### config.mk
export PLATFORM = sky130hd
export DESIGN_NAME = serial_sub_ctrl
export DESIGN_NICKNAME = d
export VERILOG_FILES = /design/src/rtl/serial_sub_pkg.sv /design/src/rtl/serial_sub_ctrl_fs_bit_cell.sv /design/src/rtl/serial_sub_ctrl.sv
export SDC_FILE = /design/constraint.sdc
export NUM_CORES = 1
export LEC_CHECK = 0
export ABC_AREA = 1
export BUFFER_PORTS_ARGS = -buffer_cell sky130_fd_sc_hd__buf_4
export CELL_PAD_IN_SITES_DETAIL_PLACEMENT = 1
export CELL_PAD_IN_SITES_GLOBAL_PLACEMENT = 1
export CORE_MARGIN = 5
export CORE_UTILIZATION = 41
export CTS_BUF_LIST = sky130_fd_sc_hd__clkbuf_16
export CTS_CLUSTER_DIAMETER = 150
export DETAILED_ROUTE_END_ITERATION = 16
export MAX_ROUTING_LAYER = met4
export PLACE_DENSITY = 0.75
export SLEW_MARGIN = 10
export SYNTH_ARGS = -nofsm -noshare
export SYNTH_HDL_FRONTEND = slang
export SYNTH_SLANG_ARGS = --single-unit
### constraint.sdc
create_clock -name clk -period 1.9 [get_ports clk]
set_input_delay 0.19 -clock clk [delete_from_list [all_inputs] [get_ports clk]]
set_output_delay 0.19 -clock clk [all_outputs]
set_load 0.01 [all_outputs]
### src/rtl/serial_sub_pkg.sv
// Shared types and helpers for the bit-serial subtractor controller.
package serial_sub_pkg;

    typedef enum logic [1:0] {
        S_IDLE = 2'd0,
        S_RUN  = 2'd1,
        S_DONE = 2'd2
    } sub_state_e;

    function automatic int cnt_w(input int width);
        return $clog2(width);
    endfunction

endpackage

### src/rtl/serial_sub_ctrl_fs_bit_cell.sv
// One-bit full subtractor: d = x - y - z, bo = borrow out of this bit position.
module fs_bit_cell (
    input  logic x,
    input  logic y,
    input  logic z,
    output logic d,
    output logic bo
);

    assign d  = x ^ y ^ z;
    assign bo = (~x & y) | (y & z) | (~x & z);

endmodule

### src/rtl/serial_sub_ctrl.sv
// Bit-serial a - b - bin controller: one fs_bit_cell reused over WIDTH cycles, LSB first.
// Optional signed-overflow output is built when SERIAL_SUB_OVF_EN is defined.
//
// state  | meaning
// S_IDLE | waiting for start; diff/bout hold the last result
// S_RUN  | one bit per cycle through the cell, borrow carried in borrow_q
// S_DONE | one-cycle done pulse; a new start here is accepted back-to-back
module serial_sub_ctrl
    import serial_sub_pkg::*;
#(
    parameter int WIDTH = 8
) (
    input  logic             clk,
    input  logic             rst_n,
    input  logic             start,
    input  logic [WIDTH-1:0] a,
    input  logic [WIDTH-1:0] b,
    input  logic             bin,
    output logic             busy,
    output logic             done,
    output logic [WIDTH-1:0] diff,
    output logic             bout
`ifdef SERIAL_SUB_OVF_EN
    ,
    output logic             ovf
`endif
);

    localparam int CW = cnt_w(WIDTH);
    localparam logic [CW-1:0] LAST_BIT = CW'(WIDTH - 1);

    sub_state_e       state_q, state_d;
    logic [WIDTH-1:0] a_q, b_q, acc_q, diff_q, res_next;
    logic [CW-1:0]    cnt_q;
    logic             borrow_q, bout_q;
    logic             cell_d, cell_bo;
    logic             accept, last_bit;

    fs_bit_cell u_cell (
        .x  (a_q[cnt_q]),
        .y  (b_q[cnt_q]),
        .z  (borrow_q),
        .d  (cell_d),
        .bo (cell_bo)
    );

    assign accept   = start && (state_q == S_IDLE || state_q == S_DONE);
    assign last_bit = (cnt_q == LAST_BIT);
    assign res_next = {cell_d, acc_q[WIDTH-1:1]};

    always_comb begin
        state_d = state_q;
        busy    = 1'b0;
        done    = 1'b0;
        case (state_q)
            S_IDLE: if (start) state_d = S_RUN;
            S_RUN: begin
                busy = 1'b1;
                if (last_bit) state_d = S_DONE;
            end
            S_DONE: begin
                done    = 1'b1;
                state_d = start ? S_RUN : S_IDLE;
            end
            default: state_d = S_IDLE;
        endcase
    end

    always_ff @(posedge clk or negedge rst_n) begin
        if (!rst_n) state_q <= S_IDLE;
        else        state_q <= state_d;
    end

    // Result registers load on the edge entering S_DONE, so diff/bout are
    // already valid while done is high and stay put until the next result.
    always_ff @(posedge clk or negedge rst_n) begin
        if (!rst_n) begin
            a_q      <= '0;
            b_q      <= '0;
            acc_q    <= '0;
            cnt_q    <= '0;
            borrow_q <= 1'b0;
            diff_q   <= '0;
            bout_q   <= 1'b0;
        end else if (accept) begin
            a_q      <= a;
            b_q      <= b;
            borrow_q <= bin;
            cnt_q    <= '0;
        end else if (state_q == S_RUN) begin
            acc_q    <= res_next;
            borrow_q <= cell_bo;
            if (!last_bit) cnt_q <= cnt_q + CW'(1);
            if (last_bit) begin
                diff_q <= res_next;
                bout_q <= cell_bo;
            end
        end
    end

    assign diff = diff_q;
    assign bout = bout_q;

`ifdef SERIAL_SUB_OVF_EN
    logic ovf_q;

    always_ff @(posedge clk or negedge rst_n) begin
        if (!rst_n) begin
            ovf_q <= 1'b0;
        end else if (!accept && state_q == S_RUN && last_bit) begin
            ovf_q <= (a_q[WIDTH-1] != b_q[WIDTH-1]) && (cell_d != a_q[WIDTH-1]);
        end
    end

    assign ovf = ovf_q;
`endif

endmodule

==> results.tsv <==
metric	value	unit
status	finished, final reports clean	
Max Cap Viol	0	
average cell area after synthesis	9.15	um2
top post-synthesis cells by area	dfrtp_1 (54%), nand2_1 (14%), o21ai_2 (11%)	
initial antenna violation count	0	
library cells used by synthesis	16	
Seq/Total Area, Yosys	53.9	%
Detail Placement HPWL	2840	um
CP max-delay cell	dfrtp_2	
setup TNS	0	ns
drt total wl	3890	um
register cell area after layout	952	um2
Mapped Cells	193	
relative max-transition margin	59.3	%
r2r setup slk	0.16	ns
Placed Area	2000	um2
Antenna Diode Count	0	
die area	5720	um2
critical path capture point type	flop	
grt total ovfl	0	
top-area cell type share of the netlist area	53.9	%
Initial Util	43.2	%
clock period minus worst slack	1.74	ns
row count	23	
number of global-route vias before repair	1499	
area leader, netlist	dfrtp_1	
Port Buffer Count	30	
Syn. warnings	0	
total power density per cell area	1740	nW/um2
Initial DRC Count	43	
f_max	0.575	GHz
number of synthesized flops with an enable pin	0	
Max Slew Vio Count	0	
CP Max Fanout	11	
Die H	75.6	um
min-delay worst type	primary input to flop	
worst-margin pin slew	0.610	ns
Routed Antenna Nets	0	
Setup crit start kind	flop	
core box area	4090	um2
setup bufs post-CTS	0	
total iterations of the first detailed-routing run	4	
DR vias	1312	
share of layout cells above drive strength 1	29.6	%
clk root buf	clkbuf_16	
Inserted Clock Buffers	5	
fin area	2150	um2
ys flop type	dfrtp_1	
WS Path Type	flop to flop	
Area Growth Syn to Fin	21.6	%
gpl congestion	0.847	
CTS clk-pin slew, worst paths	0.06	ns
Post-synth ARST share	100	%
clock sink count	38	
CTS tree	built	
GRT Total Usage	16.5	%
DRC viols	0	
count leader, synth	nand2_1	
RSZ-0062 raised after global routing	no	
Commonest cells post-synth	nand2_1 (64), dfrtp_1 (38), inv_1 (27)	
clk_lat worst skew	0.28	ns
wire length per cell after detailed routing	14.1	um
Critical Path AT	1.90	ns
Max VDD drop	0.635	mV
max incr delay on CP	0.48	ns
Setup-failing EPs final	0	
Lkg Pwr	1.11	nW
via/cell ratio	4.75	
global-route wire length before repair	6870	um
crit path cell chain	inv_2, nand2_1, nand3_1, nand3_1, nand2_1, fa_1, o211ai_1, nand2_1	
area taken by multi-input logic gates	644	um2
fillers	478	
Syn Std Cell Area	1770	um2
Critical Path RT	2.07	ns
Seq cells post-synth	38	
clock tree buffer depth	2	
nets@finish	248	
CP most frequent cell	nand2_1	
CP delay by family, top	flip-flops	
I/O pins	31	
H-tree levels	2	
largest net degree at the start of global routing	39	
syn nets	216	
Bufs and invs on worst path	1	
final hold violations	0	
Setup Skew	0.00824	ns
fin crit share	91.5	%
Die W	75.6	um
[power breakdown]
group | switching, mW | internal (mW)
Sequential | 0.221 | 1.19
Combinational | 0.934 | 0.622
Clock | 0.297 | 0.474
[tightest hold or removal path: stages]
cell,delay (ns)
buf_4,0.07
nand2_1,0.05
o21ai_2,0.05
[cell families after synthesis]
| logic type | synth area share [%] |
|---|---|
| adders and majority gates | 2.55 |
| AOI/OAI and AO/OA | 14.7 |
| and+or+nand+nor | 19.3 |
| DFF | 53.9 |
| buffers and inverters | 9.64 |
[timing repair]
action / 4_1_cts / 5_1_grt
endpoints found under the setup margin: 1 / 0
hold buffers: 1 / 0
gates resized for setup: 1 / 0
endpoints found under the hold margin: 38 / 0
[sequential cells by signal, summed over array words and instances (netlist names)]
register  flops
a_q           8
b_q           8
diff          8
acc_q         7
cnt_q         3
state_q       2
borrow_q      1
bout          1
[through the flow]
stage                     total power, mW  std cells  hold WS (ns)  setup slack [ns]  util [%]
after floorplan                      2.52        193        -0.106             0.295         -
after detailed placement             2.98        267         0.187            0.0543      48.9
after CTS                            3.81        276         0.118             0.132      52.5
final                                3.74        276         0.124             0.161      52.5
after global routing                 4.08        276         0.124            0.0128      52.5
after global placement               2.86        267         0.174             0.209      48.9
[layout make-up]
type | count | share of cell area [%]
multi-input combinational | 119 | 30.0
clock inverter | 3 | 0.583
clock buffer | 5 | 5.83
timing repair buffer | 31 | 11.0
inverter | 30 | 5.36
sequential | 38 | 44.3
tap | 50 | 2.91
[placed cells by master (no fill, tap or decap), drive strengths merged]
cell type	n
dfrtp	38
nor2	4
dlygate4sd3	1
o211ai	1
nand3	10
clkbuf	5
nand2	68
ha	2
o21ai	33
inv	31
buf	30
fa	1
clkinv	2
[path summary, 6_finish.rpt]
check / start / to / cells past startpoint
setup / recovery: cnt_q[0] / borrow_q / 8
hold / removal: b[4] / b_q[4] / 3
setup reg to reg: cnt_q[0] / borrow_q / 8
hold reg to reg: diff[6] / diff[6] / 2
max in group asynchronous: rst_n / cnt_q[0] / 2
min in group asynchronous: rst_n / diff[5] / 2
[routing by layer]
layer,vias up,part of all wire (%),routed length [um],track usage (%)
li1,656,-,-,-
met1,630,41,1610,18.5
met2,21,54,2100,29.0
met3,5,3.5,135,2.90
met4,0,1.0,39,6.80
met5,-,0,0,-
(Power assumes the default switching activity.)
